$ cat src/rtl/srm_pkg.sv
// Shared types and encodings for the SRM controller: FSM states, opcode/op fields,
// memory commands, write-back mux selects and register-select one-hot positions.
package srm_pkg;

    typedef enum logic [4:0] {
        StRst,
        StIf1,
        StIf2,
        StUpdatePc,
        StDecode,
        StWrImm,
        StGetA,
        StGetB,
        StExec,
        StWrRd,
        StAddr,
        StLdAddr,
        StMemRd,
        StWrMem,
        StGetRd,
        StPass,
        StMemWr,
        StHalt
    } state_e;

    localparam logic [2:0] OPC_MOV  = 3'b110;
    localparam logic [2:0] OPC_ALU  = 3'b101;
    localparam logic [2:0] OPC_LDR  = 3'b011;
    localparam logic [2:0] OPC_STR  = 3'b100;
    localparam logic [2:0] OPC_HALT = 3'b111;

    localparam logic [1:0] OP_MOV_IMM = 2'b10;
    localparam logic [1:0] OP_MOV_REG = 2'b00;
    localparam logic [1:0] OP_MEM     = 2'b00;
    localparam logic [1:0] OP_CMP     = 2'b01;
    localparam logic [1:0] OP_MVN     = 2'b11;

    localparam logic [1:0] ALU_ADD = 2'b00;
    localparam logic [1:0] SH_NONE = 2'b00;

    localparam logic [1:0] MEM_NONE  = 2'b00;
    localparam logic [1:0] MEM_READ  = 2'b01;
    localparam logic [1:0] MEM_WRITE = 2'b10;

    localparam logic [1:0] VSEL_MDATA = 2'b00;
    localparam logic [1:0] VSEL_IMM8  = 2'b01;
    localparam logic [1:0] VSEL_PC    = 2'b10;
    localparam logic [1:0] VSEL_C     = 2'b11;

    // Bit positions inside the one-hot register-field select.
    localparam int unsigned NSEL_RN = 0;
    localparam int unsigned NSEL_RD = 1;
    localparam int unsigned NSEL_RM = 2;

endpackage

$ cat src/rtl/srm_instr_decoder.sv
// Combinational instruction-word decoder: field extraction, immediate sign extension
// and the Rn/Rd/Rm register-number mux steered by a one-hot select from the FSM.
module srm_instr_decoder
    import srm_pkg::*;
#(
    parameter int unsigned WORD_W = 16,
    parameter int unsigned RSEL_W = 3
) (
    input  logic [WORD_W-1:0] instr_i,
    input  logic [2:0]        nsel_i,
    output logic [2:0]        opcode_o,
    output logic [1:0]        op_o,
    output logic [1:0]        sh_o,
    output logic [RSEL_W-1:0] rsel_o,
    output logic [WORD_W-1:0] sximm5_o,
    output logic [WORD_W-1:0] sximm8_o
);

    logic [RSEL_W-1:0] rn;
    logic [RSEL_W-1:0] rd;
    logic [RSEL_W-1:0] rm;

    assign opcode_o = instr_i[15:13];
    assign op_o     = instr_i[12:11];
    assign sh_o     = instr_i[4:3];

    assign rn = RSEL_W'(instr_i[10:8]);
    assign rd = RSEL_W'(instr_i[7:5]);
    assign rm = RSEL_W'(instr_i[2:0]);

    // AND-OR mux: an all-zero select yields register 0.
    assign rsel_o = ({RSEL_W{nsel_i[NSEL_RN]}} & rn)
                  | ({RSEL_W{nsel_i[NSEL_RD]}} & rd)
                  | ({RSEL_W{nsel_i[NSEL_RM]}} & rm);

    assign sximm5_o = {{(WORD_W - 5){instr_i[4]}}, instr_i[4:0]};
    assign sximm8_o = {{(WORD_W - 8){instr_i[7]}}, instr_i[7:0]};

endmodule

$ cat src/rtl/srm_controller.sv
// SRM control FSM: fetch, decode and multi-cycle execute, driving every datapath and
// memory-interface control as a Moore function of the state (plus instruction fields).
module srm_controller
    import srm_pkg::*;
#(
    parameter int unsigned WORD_W = 16,
    parameter int unsigned RSEL_W = 3
) (
    input  logic              clk,
    input  logic              reset,
    input  logic [WORD_W-1:0] instr,
    output logic [RSEL_W-1:0] readnum,
    output logic [RSEL_W-1:0] writenum,
    output logic              write,
    output logic [1:0]        vsel,
    output logic              loada,
    output logic              loadb,
    output logic              loadc,
    output logic              loads,
    output logic              asel,
    output logic              bsel,
    output logic [1:0]        shift,
    output logic [1:0]        ALUop,
    output logic [WORD_W-1:0] sximm5,
    output logic [WORD_W-1:0] sximm8,
    output logic              load_pc,
    output logic              reset_pc,
    output logic              load_ir,
    output logic              load_addr,
    output logic              addr_sel,
    output logic [1:0]        mem_cmd,
    output logic              halted
);

    state_e            state_q;
    state_e            state_d;
    logic [2:0]        nsel;
    logic [2:0]        opcode;
    logic [1:0]        op;
    logic [1:0]        sh;
    logic [RSEL_W-1:0] rsel;
    logic              is_alu;
    logic              is_cmp;

    srm_instr_decoder #(
        .WORD_W (WORD_W),
        .RSEL_W (RSEL_W)
    ) u_decoder (
        .instr_i  (instr),
        .nsel_i   (nsel),
        .opcode_o (opcode),
        .op_o     (op),
        .sh_o     (sh),
        .rsel_o   (rsel),
        .sximm5_o (sximm5),
        .sximm8_o (sximm8)
    );

    assign readnum  = rsel;
    assign writenum = rsel;
    assign is_alu   = (opcode == OPC_ALU);
    assign is_cmp   = is_alu && (op == OP_CMP);

    always_ff @(posedge clk or posedge reset) begin
        if (reset) begin
            state_q <= StRst;
        end else begin
            state_q <= state_d;
        end
    end

    always_comb begin
        state_d   = state_q;
        nsel      = 3'b000;
        write     = 1'b0;
        vsel      = VSEL_MDATA;
        loada     = 1'b0;
        loadb     = 1'b0;
        loadc     = 1'b0;
        loads     = 1'b0;
        asel      = 1'b0;
        bsel      = 1'b0;
        shift     = SH_NONE;
        ALUop     = ALU_ADD;
        load_pc   = 1'b0;
        reset_pc  = 1'b0;
        load_ir   = 1'b0;
        load_addr = 1'b0;
        addr_sel  = 1'b0;
        mem_cmd   = MEM_NONE;
        halted    = 1'b0;

        case (state_q)
            StRst: begin
                reset_pc = 1'b1;
                load_pc  = 1'b1;
                state_d  = StIf1;
            end
            StIf1: begin
                addr_sel = 1'b1;
                mem_cmd  = MEM_READ;
                state_d  = StIf2;
            end
            StIf2: begin
                addr_sel = 1'b1;
                mem_cmd  = MEM_READ;
                load_ir  = 1'b1;
                state_d  = StUpdatePc;
            end
            StUpdatePc: begin
                load_pc = 1'b1;
                state_d = StDecode;
            end
            StDecode: begin
                // Unrecognised encodings fall into HALT rather than executing garbage.
                if (opcode == OPC_MOV && op == OP_MOV_IMM) begin
                    state_d = StWrImm;
                end else if (opcode == OPC_MOV && op == OP_MOV_REG) begin
                    state_d = StGetB;
                end else if (is_alu) begin
                    state_d = (op == OP_MVN) ? StGetB : StGetA;
                end else if ((opcode == OPC_LDR || opcode == OPC_STR) && op == OP_MEM) begin
                    state_d = StGetA;
                end else begin
                    state_d = StHalt;
                end
            end
            StWrImm: begin
                nsel[NSEL_RN] = 1'b1;
                vsel          = VSEL_IMM8;
                write         = 1'b1;
                state_d       = StIf1;
            end
            StGetA: begin
                nsel[NSEL_RN] = 1'b1;
                loada         = 1'b1;
                state_d       = is_alu ? StGetB : StAddr;
            end
            StGetB: begin
                nsel[NSEL_RM] = 1'b1;
                loadb         = 1'b1;
                state_d       = StExec;
            end
            StExec: begin
                // MOV reg and MVN pass B through with A forced to zero.
                asel  = is_alu && (op != OP_MVN);
                bsel  = 1'b1;
                ALUop = is_alu ? op : ALU_ADD;
                shift = sh;
                if (is_cmp) begin
                    loads   = 1'b1;
                    state_d = StIf1;
                end else begin
                    loadc   = 1'b1;
                    state_d = StWrRd;
                end
            end
            StWrRd: begin
                nsel[NSEL_RD] = 1'b1;
                vsel          = VSEL_C;
                write         = 1'b1;
                state_d       = StIf1;
            end
            StAddr: begin
                asel    = 1'b1;
                bsel    = 1'b0;
                ALUop   = ALU_ADD;
                loadc   = 1'b1;
                state_d = StLdAddr;
            end
            StLdAddr: begin
                load_addr = 1'b1;
                state_d   = (opcode == OPC_STR) ? StGetRd : StMemRd;
            end
            StMemRd: begin
                addr_sel = 1'b0;
                mem_cmd  = MEM_READ;
                state_d  = StWrMem;
            end
            StWrMem: begin
                nsel[NSEL_RD] = 1'b1;
                addr_sel      = 1'b0;
                mem_cmd       = MEM_READ;
                vsel          = VSEL_MDATA;
                write         = 1'b1;
                state_d       = StIf1;
            end
            StGetRd: begin
                nsel[NSEL_RD] = 1'b1;
                loadb         = 1'b1;
                state_d       = StPass;
            end
            StPass: begin
                asel    = 1'b0;
                bsel    = 1'b1;
                shift   = SH_NONE;
                loadc   = 1'b1;
                state_d = StMemWr;
            end
            StMemWr: begin
                addr_sel = 1'b0;
                mem_cmd  = MEM_WRITE;
                state_d  = StIf1;
            end
            StHalt: begin
                halted  = 1'b1;
                state_d = StHalt;
            end
            default: begin
                state_d = StRst;
            end
        endcase
    end

endmodule

$ cat config.mk
export PLATFORM = sky130hd
export DESIGN_NAME = srm_controller
export DESIGN_NICKNAME = d
export VERILOG_FILES = /design/src/rtl/srm_pkg.sv /design/src/rtl/srm_instr_decoder.sv /design/src/rtl/srm_controller.sv
export SDC_FILE = /design/constraint.sdc
export NUM_CORES = 1
export LEC_CHECK = 0
export BUFFER_PORTS_ARGS = -buffer_cell sky130_fd_sc_hd__buf_2
export CAP_MARGIN = 30
export CORE_MARGIN = 5
export CORE_UTILIZATION = 27
export DETAILED_ROUTE_END_ITERATION = 12
export GPL_TIMING_DRIVEN = 0
export SYNTH_ARGS = -nofsm -noshare
export SYNTH_HDL_FRONTEND = slang
export SYNTH_SLANG_ARGS = --single-unit
$ cat constraint.sdc
create_clock -name clk -period 5.2 [get_ports clk]
set_input_delay 1.04 -clock clk [delete_from_list [all_inputs] [get_ports clk]]
set_output_delay 1.04 -clock clk [all_outputs]
set_load 0.005 [all_outputs]
==> flow_metrics.py <==
metrics = {
    "job": {
        "max_cap_violations": 0,
    },
    "finish": {
        "diodes": 0,
        "final_net_count": 250,
        "drive_gt1_frac": 0.558,
        "synthToLayoutAreaGrowth_pct": 44.9,
        "top_register": "state_q",
        "largestRegisters": "state_q (5)",
        "largest_reg_flops": 5,
    },
    "floorplanning": {
        "chipWidth_um": 73.2,
        "die_y_um": 73.2,
        "row_count": 23,
        "die_area_sq_um": 5350,
        "effective_utilization_at_floorplan": 0.273,
        "floorplan.io_pins": 77,
        "core_area_sq_um": 3940,
    },
    "global_routing": {
        "grt_max_degree": 15,
        "gr-usage-all-layers": 0.116,
        "global_route.overflow_total": 0,
        "first_global_vias": 1037,
        "grt_first_pass_wirelength_um": 5070,
        "antenna_found_initial": 0,
    },
    "synth": {
        "ys_dominant_reg_cell": "dfrtp_1",
        "post-synth-top-count-cell": "buf_4",
        "post_synth_inst_count": 152,
        "synth_enable_flop_cells": 0,
        "synth.net_count": 170,
        "async_reset_ff_frac": 1.00,
        "syn_avg_cell_area_sq_um": 7.09,
        "yosysSeqAreaShare": 0.116,
        "yosys_register_bits": 5,
        "post_synth_instance_area_sq_um": 1080,
        "netlist-cell-type-count": 41,
        "yosysWarningCount": 0,
        "synth.top_cell.area_share": 0.244,
        "synthTopCellsByArea": "buf_4 24%, dfrtp_1 12%, nor2_1 6.3%, a21oi_1 4.2%, nand2b_1 3.5%",
        "ys_top_cells_by_count": "35 x buf_4, 18 x nor2_1, 9 x a21oi_1, 9 x nand2_1, 7 x nor3_1",
        "synth_top_cell_by_area": "buf_4",
    },
    "clock_tree": {
        "clock_tree.htree_level_count": 1,
        "clk_pin_slew_ps": 40,
        "tritoncts": "done",
        "cts_hold_buffers": 0,
        "clkLatencyLatePin_ps": 220,
        "root_cell_of_the_clock_tree": "clkbuf_8",
        "cts_post_setup_buffers_inserted": 0,
        "post_cts_resized": 0,
        "clkSinkCount": 5,
        "clk_path_buf_depth": 2,
        "cts_made_buffers": 3,
    },
    "power_and_ir_drop": {
        "totalPowerFinal_mw": 0.575,
        "total_leakage_power_nw": 0.854,
        "power_per_cell_area_nw_per_um2": 368,
        "irDropWorstVdd_mv": 0.0997,
    },
    "placed_design": {
        "place_hpwl_um": 2760,
        "gp_weighted_congestion": 0.853,
        "port_buffers": 75,
    },
    "detailed_routing": {
        "drt_pass1_iterations": 4,
        "wl_met2_um": 1540,
        "wirelength_met1_um": 1380,
        "route.met3.wl_um": 350,
        "drc_violation_count_after_routing": 0,
        "routedWlPerCell_um": 11.7,
        "drtAntennaViolNets": 0,
        "route.final.wire_length_um": 3270,
        "route.top_layer_used": "met3",
        "vias": 1225,
        "drt_iter0_markers": 26,
        "vias_per_cell": 4.36,
    },
    "critical_path": {
        "ff2ff_path_depth": 5,
        "setup.reg_to_reg.worst_slack_ps": 3770,
        "r2r_end": "state_q[4]$_DFF_PP0_",
        "cpMaxStageDelayCell": "and3b_1",
        "setup.worst_path.end_class": "output port",
        "worst-path-max-fanout": 6,
        "setup.worst_path.end": "loads",
        "timing.critical_path.slowest_cell_delay_ps": 290,
        "rr_startpoint": "state_q[1]$_DFF_PP0_",
        "critPathLaunch": "instr[14]",
        "path_class": "input pin to output port",
        "critical_path.startpoint_type": "input pin",
        "path_common_cell": "buf_2",
        "critical_path_rt_ps": 4160,
        "worst_ep_arrival_time_ps": 1950,
        "crit_path_cell_trace": "buf_2, and3b_1, nand3_1, nor4_1, buf_2",
    },
    "sta": {
        "timing.max_slew.rel_slack": 0.710,
        "final.setup.tns_ps": 0,
        "post-route-period-util": 0.575,
        "timing_max_transition_violations_final": 0,
        "final_hold_viol_count": 0,
        "fmax_ghz": 0.335,
        "timing_worst_slew_pin_value_ps": 435,
        "clock_period_minus_worst_slack_ps": 2990,
        "final.setup_skew_ps": 1.54,
        "hold_slack_ps": 689,
        "setup_violations": 0,
        "setup_repair_after_global_routing_missed_its_margin": "false",
    },
    "worst_hold_path": {
        "timing.hold.worst.start": "state_q[3]$_DFF_PP0_",
        "min_path_type": "flip-flop to flip-flop",
    },
    "status": {
        "outcome": "complete, no violations",
    },
}
layout make-up:
cell class	instances	area (sq um)
Sequential cell	5	125
Clock buffer	3	41.3
Fill cell	411	2380
Inverter	3	11.3
Buffer	46	333
Multi-Input combinational cell	98	608
Tap cell	50	62.6
Clock inverter	1	5.00
Timing Repair Buffer	75	375
report_power, final:
group / leakage [nW] / total, mW / switching [mW] / internal, mW
Clock: 0.0255 / 0.0697 / 0.0183 / 0.0514
Combinational: 0.764 / 0.438 / 0.234 / 0.205
Sequential: 0.0642 / 0.0667 / 0.0125 / 0.0542
kinds of logic after synthesis:
group	after synthesis	share of synthesized area
xor+xnor	2	0.0163
flops	5	0.116
buf+inv	49	0.319
fa+ha+maj	1	0.00929
compound gates	27	0.178
simple gates	68	0.361
routing by layer:
layer,GRT usage,up-vias
met2,0.188,53
met4,0.0246,0
met1,0.162,522
li1,-,650
met5,0,-
met3,0.0165,0
cell usage in the layout, fill, tap and decap left out, types with 3 or more instances in the layout:
cell,instances
buf_2,80
buf_4,35
nor2_1,18
nand2_1,9
a21oi_1,9
nor3_1,7
nand2b_1,6
and2_1,5
dfrtp_1,5
nand3_1,4
buf_6,3
clkbuf_1,3
a221o_1,3
inv_1,3
clkbuf_8,3
critical path: cells and delay by family:
family | cells | cell delay [ps]
buffers and inverters | 2 | 280
and+or+nand+nor | 3 | 620
per-stage QoR:
stage / utilization / std cells / setup WS (ps) / area, sq um
floorplan: - / 152 / 2520 / 1080
global placement: 0.384 / 277 / 2200 / 1520
detailed placement: 0.384 / 277 / 2190 / 1520
CTS: 0.396 / 281 / 2190 / 1560
global route: 0.396 / 281 / 2120 / 1560
finish: 0.396 / 281 / 2210 / 1560
worst min-delay path by stage:
stage / to / slack (ps) / cells past startpoint
floorplan: state_q[4]$_DFF_PP0_ / 640 / 4
global placement: state_q[4]$_DFF_PP0_ / 680 / 4
detailed placement: state_q[4]$_DFF_PP0_ / 690 / 4
CTS: state_q[4]$_DFF_PP0_ / 690 / 4
global route: state_q[4]$_DFF_PP0_ / 720 / 4
finish: state_q[4]$_DFF_PP0_ / 690 / 4
Power figures use the tool's default switching activity.
